--- src/rtl/hwacc_tcdm_arbiter.sv ---
// -----------------------------------------------------------------------------
// hwacc_tcdm_arbiter
//
// Round-robin arbiter between the hardware accelerators and the shared
// cluster TCDM ports. Port index j of every accelerator competes for shared
// TCDM port j. Lanes are independent. The TCDM response arrives exactly one
// cycle after the handshake. It is routed back to the accelerator that owned
// that handshake.
//
// Ports (accelerator-side buses are flattened with index a*N_PORTS+j):
//   clk_i, rst_i            clock and synchronous active-high reset
//   acc_req_i/add/wen/be/data  accelerator request channel
//   acc_gnt_o               grant, given only to the lane winner
//   acc_r_data_o            read data, broadcast to every accelerator
//   acc_r_valid_o           response valid, given only to the lane owner
//   tcdm_req/add/wen/be/data_o  shared TCDM request channel, one per lane
//   tcdm_gnt_i, tcdm_r_data_i, tcdm_r_valid_i  shared TCDM grant/response
//   xfer_cnt_o              saturating count of accepted transfers per lane
//   err_o                   sticky flag, set by a response with no transfer in flight
// -----------------------------------------------------------------------------
module hwacc_tcdm_arbiter #(
  parameter int N_HWACC = 3,
  parameter int N_PORTS = 3,
  parameter int ADDR_W  = 32,
  parameter int DATA_W  = 32,
  parameter int CNT_W   = 16
) (
  input  logic                                  clk_i,
  input  logic                                  rst_i,
  input  logic [N_HWACC*N_PORTS-1:0]            acc_req_i,
  input  logic [N_HWACC*N_PORTS*ADDR_W-1:0]     acc_add_i,
  input  logic [N_HWACC*N_PORTS-1:0]            acc_wen_i,
  input  logic [N_HWACC*N_PORTS*(DATA_W/8)-1:0] acc_be_i,
  input  logic [N_HWACC*N_PORTS*DATA_W-1:0]     acc_data_i,
  output logic [N_HWACC*N_PORTS-1:0]            acc_gnt_o,
  output logic [N_HWACC*N_PORTS*DATA_W-1:0]     acc_r_data_o,
  output logic [N_HWACC*N_PORTS-1:0]            acc_r_valid_o,
  output logic [N_PORTS-1:0]                    tcdm_req_o,
  output logic [N_PORTS*ADDR_W-1:0]             tcdm_add_o,
  output logic [N_PORTS-1:0]                    tcdm_wen_o,
  output logic [N_PORTS*(DATA_W/8)-1:0]         tcdm_be_o,
  output logic [N_PORTS*DATA_W-1:0]             tcdm_data_o,
  input  logic [N_PORTS-1:0]                    tcdm_gnt_i,
  input  logic [N_PORTS*DATA_W-1:0]             tcdm_r_data_i,
  input  logic [N_PORTS-1:0]                    tcdm_r_valid_i,
  output logic [N_PORTS*CNT_W-1:0]              xfer_cnt_o,
  output logic                                  err_o
);

  localparam int NA    = N_HWACC * N_PORTS;
  localparam int BE_W  = DATA_W / 8;
  localparam int IDX_W = (N_HWACC > 1) ? $clog2(N_HWACC) : 1;

  logic [N_PORTS-1:0][IDX_W-1:0] rr_q, rr_d;
  logic [N_PORTS-1:0][IDX_W-1:0] own_q, own_d;
  logic [N_PORTS-1:0][IDX_W-1:0] win;
  logic [N_PORTS-1:0][CNT_W-1:0] cnt_q, cnt_d;
  logic [N_PORTS-1:0]            pend_q, pend_d;
  logic [N_PORTS-1:0]            hit;
  logic [N_PORTS-1:0]            hs;
  logic                          err_q, err_d;
  logic [NA-1:0]                 req_m;
  int                            idx;
  int                            nxt;

  // Requests are masked while reset is held, so nothing is granted in reset.
  assign req_m = acc_req_i & {NA{~rst_i}};

  always_comb begin
    rr_d          = rr_q;
    own_d         = own_q;
    cnt_d         = cnt_q;
    pend_d        = '0;
    err_d         = err_q;
    win           = '0;
    hit           = '0;
    hs            = '0;
    idx           = 0;
    nxt           = 0;
    acc_gnt_o     = '0;
    acc_r_valid_o = '0;
    acc_r_data_o  = '0;
    tcdm_req_o    = '0;
    tcdm_add_o    = '0;
    tcdm_wen_o    = '0;
    tcdm_be_o     = '0;
    tcdm_data_o   = '0;

    for (int j = 0; j < N_PORTS; j++) begin
      // The winner is the first requester at or above the pointer, wrapping around.
      for (int k = 0; k < N_HWACC; k++) begin
        idx = int'(rr_q[j]) + k;
        if (idx >= N_HWACC) idx = idx - N_HWACC;
        if (!hit[j] && req_m[idx*N_PORTS+j]) begin
          hit[j] = 1'b1;
          win[j] = IDX_W'(idx);
        end
      end

      if (hit[j]) begin
        idx = int'(win[j]) * N_PORTS + j;
        tcdm_req_o[j]                    = 1'b1;
        tcdm_add_o[j*ADDR_W +: ADDR_W]   = acc_add_i[idx*ADDR_W +: ADDR_W];
        tcdm_wen_o[j]                    = acc_wen_i[idx];
        tcdm_be_o[j*BE_W +: BE_W]        = acc_be_i[idx*BE_W +: BE_W];
        tcdm_data_o[j*DATA_W +: DATA_W]  = acc_data_i[idx*DATA_W +: DATA_W];
        acc_gnt_o[idx]                   = tcdm_gnt_i[j];
      end

      hs[j] = hit[j] & tcdm_gnt_i[j];
      if (hs[j]) begin
        nxt = int'(win[j]) + 1;
        if (nxt >= N_HWACC) nxt = 0;
        rr_d[j]   = IDX_W'(nxt);
        pend_d[j] = 1'b1;
        own_d[j]  = win[j];
        if (cnt_q[j] != {CNT_W{1'b1}}) cnt_d[j] = cnt_q[j] + CNT_W'(1);
      end

      // The response belongs to the handshake of the previous cycle. own_q holds
      // that owner even if a new handshake on this lane replaces own_d now.
      if (tcdm_r_valid_i[j]) begin
        if (pend_q[j]) begin
          if (!rst_i) acc_r_valid_o[int'(own_q[j])*N_PORTS+j] = 1'b1;
        end else begin
          err_d = 1'b1;
        end
      end

      for (int a = 0; a < N_HWACC; a++) begin
        acc_r_data_o[(a*N_PORTS+j)*DATA_W +: DATA_W] = tcdm_r_data_i[j*DATA_W +: DATA_W];
      end
    end
  end

  always_ff @(posedge clk_i) begin
    if (rst_i) begin
      rr_q   <= '0;
      own_q  <= '0;
      pend_q <= '0;
      cnt_q  <= '0;
      err_q  <= 1'b0;
    end else begin
      rr_q   <= rr_d;
      own_q  <= own_d;
      pend_q <= pend_d;
      cnt_q  <= cnt_d;
      err_q  <= err_d;
    end
  end

  assign xfer_cnt_o = cnt_q;
  assign err_o      = err_q;

endmodule

--- config.mk ---
export PLATFORM = sky130hd
export DESIGN_NAME = hwacc_tcdm_arbiter
export DESIGN_NICKNAME = d
export VERILOG_FILES = /design/src/rtl/hwacc_tcdm_arbiter.sv
export SDC_FILE = /design/constraint.sdc
export NUM_CORES = 1
export LEC_CHECK = 0
export BUFFER_PORTS_ARGS = -buffer_cell sky130_fd_sc_hd__buf_2
export CAP_MARGIN = 40
export CORE_AREA = 5 5 497 499
export CTS_CLUSTER_DIAMETER = 30
export DETAILED_ROUTE_END_ITERATION = 12
export DIE_AREA = 0 0 502 504
export SETUP_SLACK_MARGIN = 0.5
export SLEW_MARGIN = 20
export SYNTH_ARGS = -nofsm -noshare
export SYNTH_HDL_FRONTEND = slang
export SYNTH_SLANG_ARGS = --single-unit
--- constraint.sdc ---
create_clock -name clk_i -period 4.38 [get_ports clk_i]
set_clock_uncertainty 0.2 [all_clocks]
set_input_delay 0.438 -clock clk_i [delete_from_list [all_inputs] [get_ports clk_i]]
set_output_delay 0.438 -clock clk_i [all_outputs]
set_load 0.005 [all_outputs]
## Yosys cells after proc, flatten, opt, wreduce, memory -nomap -nowiden

Cells that the tools add are included.

- Memory bits (writable): 0
- Memory bits (read-only): 0
- Input bits: 734
- Flip-flop bits (word level): 64
- Bits in latches: 0
- Memories kept: 0

- Equal/unequal tests: 3
- $add $sub $neg: 31
- Bitwise gates (word level): 8
- Divide/modulo/power cells: 0
- $lt $le $gt $ge: 33
- Reduce and logical (&&, ||, !) cells: 21
- Shift-type cells: 9
- Multiplexer cells: 116
- $mul: 15

Operators by type and width:

| kind | count |
|---|---|
| $shiftx 288x11->32 | 4 |
| $shiftx 288x10->32 | 2 |
| $mux 32 | 15 |
| $lt 32x6->1 const B | 9 |
| $mul 32x3->32 const B | 9 |
| $mux 9 | 12 |
| $add 32x2->32 const B | 3 |
| $add 32x3->32 const B | 3 |
| $shiftx 36x8->4 | 2 |
| $mux 1 | 54 |
| $add 16x1->16 const B | 3 |
| $bmux 1 s4 | 12 |
| $ne 16x16->1 const B | 3 |
| $shiftx 36x7->4 | 1 |
| $ge 3x2->1 const B | 9 |
| $demux 1 s4 | 6 |
| $mul 2x2->4 const B | 6 |
| $mux 2 | 12 |
| $sub 3x2->4 const B | 6 |
| $ge 5x1->1 const B | 4 |
| $lt 5x5->1 const B | 4 |
| $add 2x1->3 const B | 6 |
| $and 9x9->9 | 2 |
| $bwmux 9 | 2 |
| other kinds (14) | 47 |

## Logic depth before layout (Yosys ltp)

Gate-level depths: netlist (run 1).

- Depth after elaboration: 24
- Gate-level depth with buffers: 17
- Gate-level depth less buffers: 13

## Least setup slack after synthesis (run 1)

OpenSTA, ideal clock, no wires.

- Kind: register to output
- Start: register rr_q[4] in the netlist's numbering
- End: output port tcdm_wen_o[2]
- Path slack: 0.137 ns
- Arrival: 3.605 ns
- Cell stages (with the launch flop): 17
- Buffers on the path: 3
- Path through: dfxtp_1 -> inv_1 -> ha_1 -> buf_2 -> mux2i_1 -> mux2i_1 -> a32o_1 -> nand3b_1 -> o21ai_0 -> a32oi_1 -> buf_2 -> buf_1 -> inv_1 -> ha_1 -> a31o_2 -> o32a_1 -> a221oi_1

RTL lines:

| what | RTL line | RTL |
|---|---|---|
| start: declaration | 54 | `logic [N_PORTS-1:0][IDX_W-1:0] rr_q, rr_d;` |
| start signal: assignment | 144 | `rr_q <= rr_d;` |
| end: declaration | 40 | `output logic [N_PORTS-1:0] tcdm_wen_o,` |

## Worst setup path in the final report (run 1)

- Start: register rr_q[0] in the netlist's numbering
- End: output port tcdm_add_o[18]

- Longest elaborated chain between the ends: 16

RTL lines:

| what | RTL line | RTL |
|---|---|---|
| branches (longest 15 deep; another with $mul 32x3->32) | n/a |  |
| $mux 32 (*) | 100 | `if (hit[j]) begin` |
| end: declaration | 39 | `output logic [N_PORTS*ADDR_W-1:0] tcdm_add_o,` |

Every way passes the cells marked *. The select of a mux whose other input is x is not followed.

==> impl_metrics.tcl, run 1 <==
set metrics [dict create \
    r2r_slack_ns 1.17 \
    synth_edf_count 0 \
    track_usage_pct 15.7 \
    hold_end "err_o" \
    yosys_warnings 0 \
    timing_hold_violations_final 0 \
    synth_top_family_by_area "buffers and inverters" \
    drc 0 \
    clockRootBuffer "clkbuf_16" \
    finalSetupViolCount 0 \
    final_util_pct 11.1 \
    critPathMaxFanout 7 \
    yosysTopAreaCell "buf_4" \
    vias_per_cell 3.09 \
    die_w_um 502 \
    slew_headroom_pct 48.5 \
    synth_compound_area_share_pct 20.8 \
    reg2reg_to "xfer_cnt_o[42]" \
    worstSetupStartpointType "register" \
    synth_adder_area_share_pct 3.66 \
    leakagePower_nw 10.7 \
    hold_start "tcdm_r_valid_i[2]" \
    rsz0062_at_grt "yes" \
    reg2regPathDepth 12 \
    grt_pass1_wl_mm 246 \
    wl_per_cell_um 37.8 \
    syn_nets 2376 \
    synth-main-ff-cell "dfxtp_1" \
    whs_path_depth 3 \
    async_flop_share_pct 0 \
    drt_iter0_drc 1272 \
    die_area_um2 253000 \
    syn-cell-area_um2 11600 \
    cp-end-kind "output pin" \
    fp.coreArea_um2 242000 \
    arrival_ns 3.68 \
    worstSkewPairLatency_ns 0.33 \
    cap_violations 0 \
    ys_ff_latch 64 \
    ant_nets 0 \
    seq_area_frac_synth_pct 11.0 \
    fill_cells 27855 \
    dp_hpwl_mm 187 \
    synth_simple_gate_area_share_pct 21.3 \
    grt_max_degree 74 \
    peakVddDrop_uv 621 \
    fp.dieH_um 504 \
    initial_core_util_pct 4.80 \
    reg2reg_from "rr_q[4]" \
    synth_area_leaders "buf_4 20%, dfxtp_1 11%, mux2i_1 7.7%" \
    synthXorXnorAreaFrac_pct 2.41 \
    hold_class "input pin to register" \
    outcome "complete, no violations" \
    cts_tree "yes" \
    required_ns 3.74 \
    area_delta_synth_final_pct 131 \
    cts_sinks 64 \
    antenna_found_initial 197 \
    path_clk_slew_ns 0.06 \
    ioPinCount 1299 \
    overflow 0 \
    clk_path_buf_depth 2 \
    synth.top_cell.area_share_pct 19.6 \
    synthCells 1608 \
    syn_avg_cell_area_um2 7.23 \
    worst_slew_pin_slew_ns 0.773 \
    fin_nets 3217 \
    fin_crit_sh_pct 98.6 \
    grt_pass1_vias 16258 \
    synth_cell_types 72 \
    fmax_ghz 0.232 \
    cts_made_buffers 9 \
    cellPowerDensity_nw_per_um2 1000 \
    crit_type "register to output pin" \
    period_minus_slack_ns 4.32 \
    layout-drive-gt1-share_pct 69.8 \
    portBuffers 914 \
    finalSetupTns_ns 0 \
    totalWireLength_mm 215 \
    final-max-slew-violation-count 0 \
    dr.pass1.iters 6 \
    yosys-mux-area-fraction_pct 16.4 \
    gp_congestion 0.920 \
    h-tree-depth 3 \
    rows 181 \
    dr_total_vias 17559 \
]
registers in the layout (all words and copies together), names as in the netlist:
register and count:
own_q 6, xfer_cnt_o 48, pend_q 3, err_o 1
rr_q 6
cell type report:
| type | count | area, µm² | area share (%) |
|---|---|---|---|
| antenna | 30 | 75.1 | 0.280 |
| clock buffer | 9 | 225 | 0.840 |
| clock inverter | 7 | 48.8 | 0.182 |
| inverter | 39 | 181 | 0.676 |
| multi-input combinational | 1100 | 11200 | 41.6 |
| sequential | 64 | 1290 | 4.82 |
| tap | 3202 | 4010 | 14.9 |
| timing repair buffer | 1235 | 9840 | 36.7 |
per-stage QoR:
step	total power [W]	worst slack, ns	area, µm²	hold slack (ns)	instances
4_1_cts	0.0234	0.0265	23900	0.196	5596
3_5_place_dp	0.0165	-0.353	19600	0.271	5480
3_3_place_gp	0.0162	-1.84	19100	0.261	5452
2_1_floorplan	0.00624	0.433	11600	0.261	1608
5_1_grt	0.0283	-0.0484	26800	0.218	5667
6_report	0.0269	0.0628	26800	0.206	5686
cell usage in the layout, fill, tap and decap left out, drive strengths merged, types with 4 or more instances in the layout:
| cell type | netlist | final |
|---|---|---|
| nand4 | 16 | 16 |
| a21oi | 32 | 32 |
| diode | 0 | 30 |
| nand3b | 6 | 6 |
| mux2i | 90 | 90 |
| inv | 38 | 38 |
| a32oi | 5 | 5 |
| o21ai | 14 | 14 |
| dfxtp | 64 | 64 |
| xnor2 | 22 | 22 |
| clkbuf | 61 | 18 |
| o2bb2ai | 69 | 69 |
| buf | 344 | 1225 |
| nor4b | 5 | 5 |
| o31ai | 4 | 4 |
| and3 | 14 | 14 |
| or3 | 5 | 5 |
| nor2 | 207 | 207 |
| a311oi | 68 | 68 |
| nor3b | 5 | 5 |
| nor3 | 16 | 16 |
| nand3 | 28 | 28 |
| mux2 | 77 | 77 |
| nand2 | 193 | 193 |
| a32o | 4 | 4 |
| a211oi | 4 | 4 |
| nand2b | 19 | 19 |
| o211ai | 4 | 4 |
| mux4 | 6 | 6 |
| ha | 34 | 34 |
| xor2 | 10 | 10 |
| nor2b | 8 | 8 |
| nor4 | 16 | 16 |
| a22oi | 69 | 69 |
| and4 | 4 | 4 |
| a31oi | 8 | 8 |
| clkinv | 1 | 7 |
| a21o | 4 | 4 |
metal layers:
layer | up-vias | part of all wire, % | track usage (%)
met3 | 622 | 16 | 10.4
met2 | 1543 | 49 | 28.7
met4 | 94 | 4.3 | 4.01
li1 | 7215 | - | -
met5 | - | 0.30 | 0
met1 | 8085 | 30 | 14.3
how the worst max path moves through the flow:
stage	slack, ns	start	to
final	0.06	rr_q[0]	tcdm_add_o[18]
after global routing	-0.05	rr_q[4]	tcdm_wen_o[2]
after CTS	0.03	rr_q[4]	tcdm_wen_o[2]
after detailed placement	-0.35	rr_q[2]	tcdm_add_o[42]
after global placement	-1.84	rr_q[4]	tcdm_be_o[11]
after floorplan	0.43	rr_q[4]	tcdm_wen_o[2]
cell usage after synthesis, types with 7 or more instances:
cell	number
mux2i_1	90
a31oi_1	7
xnor2_1	22
dfxtp_1	64
mux2_1	17
a21oi_1	32
nand3_1	28
clkbuf_1	61
and3_1	14
a311oi_1	68
buf_4	304
buf_2	26
nand4_1	16
nor4_1	16
a22oi_1	69
mux2_2	60
nand2_1	193
nor2b_1	8
buf_1	14
o21ai_0	11
ha_1	34
inv_1	34
nor2_1	206
nand2b_1	19
o2bb2ai_1	69
xor2_1	10
nor3_1	16
worst max-delay path, cell delays in order, from the launching register on:
cell	delay [ns]
dfxtp_2	0.33
inv_2	0.05
ha_4	0.33
mux2i_1	0.23
o221ai_2	0.12
a31oi_2	0.26
mux2_4	0.33
mux2_4	0.31
clkinv_8	0.11
buf_16	0.16
clkbuf_16	0.20
mux2_4	0.31
a22oi_2	0.27
nor2_1	0.10
buf_4	0.19
where the power goes:
part / internal (W) / leakage, nW / switching [W]
registers: 0.000646 / 0.522 / 0.0000656
clock network: 0.000383 / 0.135 / 0.000282
logic: 0.0120 / 10.1 / 0.0135
total: 0.0130 / 10.7 / 0.0139
what timing repair did:
action                                  4_1_cts  5_1_grt
hold buffers                                  0        0
endpoints found under the setup margin      216      216
gates resized for setup                     485      510
pin swaps                                    70      126
setup buffers                                78       49
gates cloned                                 22        9
logic make-up (layout without fill, tap and decap cells):
group	count (synthesis)	in the layout
flops	64	64
mux	173	173
simple gates	554	554
fa+ha+maj	34	34
buf+inv	444	1290
compound gates	307	307
xor+xnor	32	32
other cells	0	30
(Power assumes the default switching activity.)
==> inputs of run 2 (changes only) <==
--- a/config.mk
+++ b/config.mk
@@ -7,10 +7,10 @@
 export LEC_CHECK = 0
 export BUFFER_PORTS_ARGS = -buffer_cell sky130_fd_sc_hd__buf_2
 export CAP_MARGIN = 40
-export CORE_AREA = 5 5 497 499
+export CORE_AREA = 2 2 509 511
 export CTS_CLUSTER_DIAMETER = 30
 export DETAILED_ROUTE_END_ITERATION = 12
-export DIE_AREA = 0 0 502 504
+export DIE_AREA = 0 0 511 513
 export SETUP_SLACK_MARGIN = 0.5
 export SLEW_MARGIN = 20
 export SYNTH_ARGS = -nofsm -noshare
==> run 2 against run 1 <==
Clock power is 29% higher. Final cell count is 0.76% higher. Global-route usage is 1.7 points lower. Total power is 9.9% lower. Register-to-register slack worse by 0.32 ns. Die area is 3.6% higher. Fmax hardly changed. Via count is 5.6% lower. Final area is 8.3% lower. Highest routed layer unchanged. Sequential cell count stayed put. Sequential power hardly changed. Utilization is 1.5 points lower. Largest cell class unchanged.
==> impl_metrics.tcl, run 2 (synthesized netlist as in run 1, its figures left out) <==
set metrics [dict create \
    wl_per_cell_um 34.8 \
    hold_class "input pin to register" \
    startpoint "rr_q[0]" \
    hold_end "err_o" \
    post_dp_cell_area_um2 19100 \
    slowest_stage "dfxtp_4" \
    worstSkewPairLatency_ns 0.34 \
    slew_headroom_pct 48.9 \
    rsz0062_at_grt "yes" \
    worstSetupStartpointType "register" \
    grt_max_degree 72 \
    peakVddDrop_uv 511 \
    cts_sinks 64 \
    grt_pass1_wl_mm 228 \
    timing_hold_violations_final 0 \
    final_cell_area_um2 24600 \
    reg2regPathDepth 15 \
    area_delta_synth_final_pct 112 \
    clockRootBuffer "clkbuf_16" \
    p_total_w 0.0242 \
    dp_hpwl_mm 174 \
    cp-end-kind "output pin" \
    cp_num_buf_inv 5 \
    drc 0 \
    worst_slew_pin_slew_ns 0.760 \
    path_clk_slew_ns 0.06 \
    h-tree-depth 3 \
    fin_nets 3087 \
    portBuffers 914 \
    mostFrequentLayoutCells "768 x buf_2, 187 x nor2_1, 187 x nand2_1, 110 x buf_4, 94 x buf_6" \
    dp.cells 5565 \
    hold_start "tcdm_r_valid_i[0]" \
    antenna_found_initial 181 \
    layout-drive-gt1-share_pct 64.4 \
    arrival_ns 3.68 \
    mostFrequentLayoutCell "buf_2" \
    grt_pass1_vias 15180 \
    stdcell_count 5729 \
    reg2reg_to "xfer_cnt_o[17]" \
    whs_path_depth 3 \
    initial_core_util_pct 4.54 \
    totalWireLength_mm 199 \
    critPathTopFamily "multiplexers" \
    rows 186 \
    fin_crit_sh_pct 98.6 \
    ant_nets 0 \
    cts_made_buffers 9 \
    cap_violations 0 \
    crit_type "register to output pin" \
    leakagePower_nw 9.67 \
    r2r_slack_ns 0.85 \
    gp_congestion 0.885 \
    dr_total_vias 16581 \
    cp_cell_sequence "inv_4 > ha_4 > mux2i_2 > o221ai_2 > a31oi_2 > mux2_4 > mux2_4 > inv_12 > buf_16 > buf_8 > mux2_4 > a22oi_2 > nor2_1 > buf_4" \
    outcome "complete, no violations" \
    cpMostUsedCell "mux2_4" \
    reg2reg_from "rr_q[2]" \
    cpPeakStageDelay_ns 0.36 \
    largest_reg_flops 48 \
    fp.dieH_um 513 \
    required_ns 3.74 \
    drt_iter0_drc 1370 \
    die_area_um2 262000 \
    ioPinCount 1299 \
    finalSetupViolCount 0 \
    period_minus_slack_ns 4.32 \
    fp.coreArea_um2 256000 \
    die_w_um 511 \
    critPathMaxFanout 7 \
    cellPowerDensity_nw_per_um2 984 \
    overflow 0 \
    clk_path_buf_depth 2 \
    final-max-slew-violation-count 0 \
    cts_tree "yes" \
    fmax_ghz 0.231 \
    vias_per_cell 2.89 \
    dr.pass1.iters 7 \
    track_usage_pct 14.1 \
]
## run 2: changes by cell type in the layout (fill, tap and decap cells not counted), sizes merged
cell,previous run,this run
buf,1225,1089
bufbuf,1,0
bufinv,0,3
clkbuf,18,25
clkinv,7,2
clkinvlp,1,0
diode,30,21
inv,38,41
## run 2: worst max-delay path by stage
stage,cells past startpoint,endpoint
after floorplan,16,tcdm_wen_o[2]
after global placement,14,tcdm_data_o[41]
after detailed placement,14,tcdm_data_o[50]
after CTS,14,tcdm_data_o[10]
after global routing,16,tcdm_add_o[55]
final,14,tcdm_add_o[20]
## run 2: layout make-up
| type | count | area [µm²] |
|---|---|---|
| inverter | 39 | 176 |
| fill | 29713 | 232000 |
| sequential | 64 | 1300 |
| timing repair buffer | 1105 | 8630 |
| clock inverter | 7 | 128 |
| tap | 3384 | 4230 |
| clock buffer | 9 | 225 |
| antenna | 21 | 52.6 |
| multi-input combinational | 1100 | 9870 |
## run 2: routing by layer
layer / part of all wire (%) / vias to the layer above / global-route usage, %
li1: - / 6920 / -
met1: 29 / 7524 / 11.7
met2: 47 / 1436 / 24.3
met3: 20 / 585 / 12.9
met4: 3.8 / 116 / 3.71
met5: 0.38 / - / 0
## run 2: what timing repair did
item                                    in CTS  in global routing
pin swaps                                   51                 89
hold buffers                                 0                  0
gates cloned                                18                 18
endpoints found under the setup margin     216                216
resized for setup                          355                375
setup buffers                               54                 37
## run 2: worst reg2reg max path, delay by kind of cell (launching register included)
family / cells / cell delay [ns]
buf+inv: 7 / 1.04
fa+ha+maj: 1 / 0.14
flops: 1 / 0.37
simple gates: 3 / 0.66
mux: 1 / 0.23
compound gates: 3 / 0.75
## run 2: where the power goes
group | switching [W] | internal [W]
sequential | 0.0000649 | 0.000647
combinational | 0.0126 | 0.0101
clock | 0.000292 | 0.000564
total | 0.0129 | 0.0113
## run 2: per-stage QoR
step | hold WS (ns) | setup slack, ns | utilization, % | TNS, ns
2_1_floorplan | 0.261 | 0.433 | - | 0
3_3_place_gp | 0.279 | -0.427 | 7.46 | -7.59
3_5_place_dp | 0.286 | -0.402 | 7.47 | -6.99
4_1_cts | 0.231 | 0.127 | 8.71 | 0
5_1_grt | 0.271 | -0.0290 | 9.60 | -0.0574
6_report | 0.240 | 0.0597 | 9.60 | 0
